## config.mk

```make
export PLATFORM = sky130hd
export DESIGN_NAME = fetch_queue
export DESIGN_NICKNAME = d
export VERILOG_FILES = /design/src/rtl/mips_pkg.sv /design/src/rtl/fetch_queue_mem.sv /design/src/rtl/fetch_queue.sv
export SDC_FILE = /design/constraint.sdc
export NUM_CORES = 1
export LEC_CHECK = 0
export ABC_AREA = 1
export CAP_MARGIN = 20
export CELL_PAD_IN_SITES_DETAIL_PLACEMENT = 2
export CELL_PAD_IN_SITES_GLOBAL_PLACEMENT = 2
export CORE_MARGIN = 2
export CORE_UTILIZATION = 32
export CTS_BUF_LIST = sky130_fd_sc_hd__clkbuf_2
export CTS_CLUSTER_DIAMETER = 80
export CTS_CLUSTER_SIZE = 12
export DETAILED_ROUTE_END_ITERATION = 8
export HOLD_SLACK_MARGIN = 0.05
export PLACE_DENSITY_LB_ADDON = 0.1
export SLEW_MARGIN = 20
export SYNTH_ARGS = -nofsm -noshare
export SYNTH_HDL_FRONTEND = slang
export SYNTH_SLANG_ARGS = --single-unit
export TNS_END_PERCENT = 20
```

## constraint.sdc

```tcl
create_clock -name clock -period 9.4 [get_ports clock]
set_input_delay 1.88 -clock clock [delete_from_list [all_inputs] [get_ports clock]]
set_output_delay 1.88 -clock clock [all_outputs]
set_load 0.01 [all_outputs]
```

## src/rtl/mips_pkg.sv

```systemverilog
// rtl/mips_pkg.sv - shared fetch-path constants and the queue entry type
package mips_pkg;

  localparam int XLEN = 32;
  localparam logic [XLEN-1:0] INSTR_NOP = 32'h0000_0000;
  localparam logic [XLEN-1:0] PC_STEP   = 32'd4;

  typedef struct packed {
    logic [XLEN-1:0] pc;
    logic [XLEN-1:0] instr;
  } fetch_entry_t;

endpackage

```

## src/rtl/fetch_queue_mem.sv

```systemverilog
// rtl/fetch_queue_mem.sv - DEPTH x 64-bit entry storage, synchronous write, asynchronous read
module fetch_queue_mem
  import mips_pkg::*;
#(
  parameter int DEPTH = 2,
  parameter int AW    = 1
) (
  input  logic              clock,
  input  logic              wr_en,
  input  logic [AW-1:0]     wr_addr,
  input  logic [2*XLEN-1:0] wr_data,
  input  logic [AW-1:0]     rd_addr,
  output logic [2*XLEN-1:0] rd_data
);

  // Contents are meaningless until written, so the array carries no reset.
  logic [2*XLEN-1:0] mem_q [DEPTH];

  // Capture the incoming entry at the write pointer.
  always_ff @(posedge clock) begin
    if (wr_en) begin
      mem_q[wr_addr] <= wr_data;
    end
  end

  assign rd_data = mem_q[rd_addr];

endmodule

```

## src/rtl/fetch_queue.sv

```systemverilog
// rtl/fetch_queue.sv - in-order {pc, instr} buffer between fetch and decode with redirect flush
module fetch_queue
  import mips_pkg::*;
#(
  parameter int DEPTH = 2,
  parameter int AW    = 1
) (
  input  logic            clock,
  input  logic            reset_n,
  input  logic            in_valid,
  input  logic [31:0]     in_pc,
  input  logic [31:0]     in_instr,
  output logic            in_ready,
  output logic            out_valid,
  output logic [31:0]     out_pc,
  output logic [31:0]     out_pc_plus4,
  output logic [31:0]     out_instr,
  input  logic            out_ready,
  input  logic            flush,
  output logic [AW:0]     count
);

  localparam logic [AW:0] FULL_COUNT = (AW+1)'(DEPTH);

  logic [AW-1:0] wr_ptr_q, wr_ptr_d;
  logic [AW-1:0] rd_ptr_q, rd_ptr_d;
  logic [AW:0]   count_q,  count_d;
  logic          push;
  logic          pop;
  fetch_entry_t  wr_entry;
  fetch_entry_t  head;

  // in_ready depends only on registered occupancy, so a pop never frees a slot in the same cycle.
  assign in_ready  = (count_q != FULL_COUNT);
  assign out_valid = (count_q != '0);
  assign push      = in_valid & in_ready & ~flush;
  assign pop       = out_valid & out_ready & ~flush;
  assign count     = count_q;

  assign wr_entry.pc    = in_pc;
  assign wr_entry.instr = in_instr;

  fetch_queue_mem #(
    .DEPTH (DEPTH),
    .AW    (AW)
  ) u_mem (
    .clock   (clock),
    .wr_en   (push),
    .wr_addr (wr_ptr_q),
    .wr_data (wr_entry),
    .rd_addr (rd_ptr_q),
    .rd_data (head)
  );

  // Head is presented straight from storage; decode sees a NOP whenever the queue is empty.
  assign out_pc       = head.pc;
  assign out_pc_plus4 = head.pc + PC_STEP;
  assign out_instr    = out_valid ? head.instr : INSTR_NOP;

  // Next pointer/occupancy: a redirect wins over any handshake and empties the queue.
  always_comb begin
    wr_ptr_d = wr_ptr_q;
    rd_ptr_d = rd_ptr_q;
    count_d  = count_q;
    if (flush) begin
      wr_ptr_d = '0;
      rd_ptr_d = '0;
      count_d  = '0;
    end else begin
      // DEPTH is a power of two, so natural pointer overflow is the wrap.
      if (push) begin
        wr_ptr_d = wr_ptr_q + AW'(1);
      end
      if (pop) begin
        rd_ptr_d = rd_ptr_q + AW'(1);
      end
      case ({push, pop})
        2'b10:   count_d = count_q + (AW+1)'(1);
        2'b01:   count_d = count_q - (AW+1)'(1);
        default: count_d = count_q;
      endcase
    end
  end

  // Pointer and occupancy registers; reset empties the queue immediately.
  always_ff @(posedge clock or negedge reset_n) begin
    if (!reset_n) begin
      wr_ptr_q <= '0;
      rd_ptr_q <= '0;
      count_q  <= '0;
    end else begin
      wr_ptr_q <= wr_ptr_d;
      rd_ptr_q <= rd_ptr_d;
      count_q  <= count_d;
    end
  end

endmodule

```

==> impl_metrics.toml <==
[timing]
slew_headroom_pct = 48.9
final.setup.worst_slack_ns = 3.84
setup_violations = 0
period_needed_ns = 5.56
rsz0062_at_grt = "false"
fin_skew_ns = 0.0266
fmax_ghz = 0.180
fin_crit_sh_pct = 59.2
finalSetupTns_ns = 0
hold_viol_final = 0
drv_slew = 0
tightest_slew_ns = 0.767

[pwr]
peakVddDrop_v = 0.000112
power.leakage_nw = 3.03
powerDensity_nw_per_um2 = 249

[placement]
place.port_buffers = 168
gp_congestion = 0.761
place_ws_ns = 4.48
dp_hpwl_mm = 12.7
place_inst = 952
place_area_um2 = 7770

[grt]
antenna_found_initial = 1
grt_overflow_total = 0
grt-busiest-layer = "met2"
grt_pass1_vias = 5191
met1_usage_pct = 22.4
grt_pass1_wl_mm = 28.2
globalRouteTotalUtil_pct = 18.8
grt_use_met2_pct = 33.8
grt_max_degree = 67
grt.met3_usage_pct = 4.83

[route]
via_count = 4653
routed_wl_mm = 18.0
antenna_left = 0
drt_pass1_iterations = 4
drc = 0
drt-wirelength-per-cell_um = 18.2
routed_via_density = 4.72
drtIter0Drc = 140

[yosys]
synth_fa_ha_area_share_pct = 0.214
netlist_instances = 568
syn_avg_cell_area_um2 = 10.3
yosys_warnings = 0
yosysUniqueCellTypes = 26
ys_seq_area_share_pct = 67.5
ys_ff_latch = 132
synth_nets = 638
synthArstFlopShare_pct = 3.03
yosys.area_share.simple_pct = 23.1
synth_mux_area_share_pct = 0
synth_ff_type = "edfxtp_1"
syn_area_um2 = 5840
synth_top_family_by_area = "simple AND/OR/NAND/NOR gates"
synth_edf_count = 128
yosys.area_share.xor_xnor_pct = 2.25
synth_compound_area_share_pct = 3.30

[worst_setup_path]
crit_path_end_kind = "output pin"
crit_type = "reg -> out"
critical_path_arrival_ns = 3.68
crit_path_start = "rd_ptr_q$_DFFE_PN0P_"
timing.rr.start = "count[0]$_DFFE_PN0P_"
cp_max_fo = 66
cp.required_ns = 7.52
critPathSlowestCell = "buf_4"
slowest_delay_ns = 0.60
crit_chain = "buf_4 -> o21ai_1 -> inv_1 -> ha_1 -> nand2_1 -> nor2_1 -> nand3_1 -> inv_1 -> nand3_1 -> nand2_1 -> clkdlybuf4s50_1"
worst_setup_path_start_kind = "register"

[status]
outcome = "finished clean"

[die]
initial_utilization_pct = 32.5
die-area_um2 = 19300
boundaryPins = 169
core_um2 = 18000
rows = 49
die_y_um = 139
die_w_um = 139

[finish]
syn_to_final_growth_pct = 38.2
fillers = 1929
drive_gt1_share_pct = 8.21
layout.nets = 812
fin_cells = 986
layout_common_cells = "244 x nand2_1, 168 x clkdlybuf4s50_1, 128 x edfxtp_1"
mostFrequentLayoutCell = "nand2_1"
design_area_um2 = 8070
seq_area_um2 = 3950
multi_input_area_um2 = 1700

[clocking]
h-tree-depth = 4
numCtsBuffers = 17
cts_tree = "done"
cts.path.max_buffers = 2
clock-sinks = 132
ctsResizeCount = 0
clk_pin_slew_ns = 0.19
cts_setup_buffers = 0
clockRootBuffer = "clkbuf_2"
insertion_delay_ns = 0.67
hold_buffers = 0

[worst_hold_path]
hold_class = "reg -> reg"
min_from = "count[1]$_DFFE_PN0P_"

[run]
drv_cap = 0
## cells by family after synthesis
group / Yosys count
buffers and inverters: 49
and+or+nand+nor: 333
xor gates and xnor gates: 15
DFF: 132
AOI/OAI and AO/OA: 38
adders and majority gates: 1
## where the power goes
| group | leakage (nW) | switching, mW | internal [mW] |
|---|---|---|---|
| registers | 1.22 | 0.0187 | 0.708 |
| clock network | 0.166 | 0.220 | 0.201 |
| logic | 1.64 | 0.483 | 0.379 |
## critical path: cells and delay by family, from the launching register on
kind | cells | cell delay [ns]
buffers and inverters | 4 | 1.44
adder cells (fa/ha/maj) | 1 | 0.22
AND/OR/NAND/NOR | 5 | 0.64
AO/OA/AOI/OAI | 1 | 0.32
flip-flops | 1 | 0.41
## layer usage
layer | routed length (um) | share of wire, %
met5 | 0 | 0
met4 | 209 | 1.2
met3 | 946 | 5.3
met2 | 9250 | 51
met1 | 7580 | 42
## flip-flops by register name, summed over array words and instances (netlist names)
name and cells:
u_mem.mem_q 128, count 2, rd_ptr_q 1, wr_ptr_q 1
## path summary, 6_finish.rpt
path	end	slack, ns	cells after the start
min reg2reg	count[1]$_DFFE_PN0P_	0.63	2
max in group asynchronous	rd_ptr_q$_DFFE_PN0P_	7.77	1
min in group asynchronous	wr_ptr_q$_DFFE_PN0P_	1.42	1
max reg2reg	u_mem.mem_q[0][5]$_DFFE_PP_	7.00	7
max	out_pc_plus4[28]	3.84	11
min	count[1]$_DFFE_PN0P_	0.63	2
## final cells by class
class / count / share of cell area (%)
tap: 229 / 3.55
timing repair buffer: 173 / 21.3
antenna: 2 / 0.0620
multi-input combinational: 387 / 21.1
inverter: 31 / 1.44
clock buffer: 18 / 1.12
sequential: 132 / 48.9
clock inverter: 14 / 2.57
## stage by stage
stage | util (%) | total power [mW] | hold WS (ns)
floorplan | - | 1.13 | 0.521
global placement | 43.2 | 1.59 | 0.553
detailed placement | 43.2 | 1.61 | 0.606
CTS | 44.9 | 2.05 | 0.643
global route | 44.9 | 2.13 | 0.670
finish | 44.9 | 2.01 | 0.626
## cells in the mapped netlist (2+ instances only)
cell	count	area, um^2
nor2_2	8	50.1
a21oi_1	32	160
xnor2_1	6	52.6
inv_1	30	113
xor2_1	9	78.8
o21ai_0	4	20.0
buf_1	2	7.51
nor3_1	2	10.0
buf_4	3	22.5
nand3b_1	4	30.0
nand3_1	13	65.1
nand2_2	12	75.1
nand2_1	244	916
buf_6	2	22.5
clkbuf_1	8	30.0
nor2_1	47	176
edfxtp_1	128	3840
buf_2	3	15.0
dfrtp_1	4	100
(Power assumes the default switching activity.)
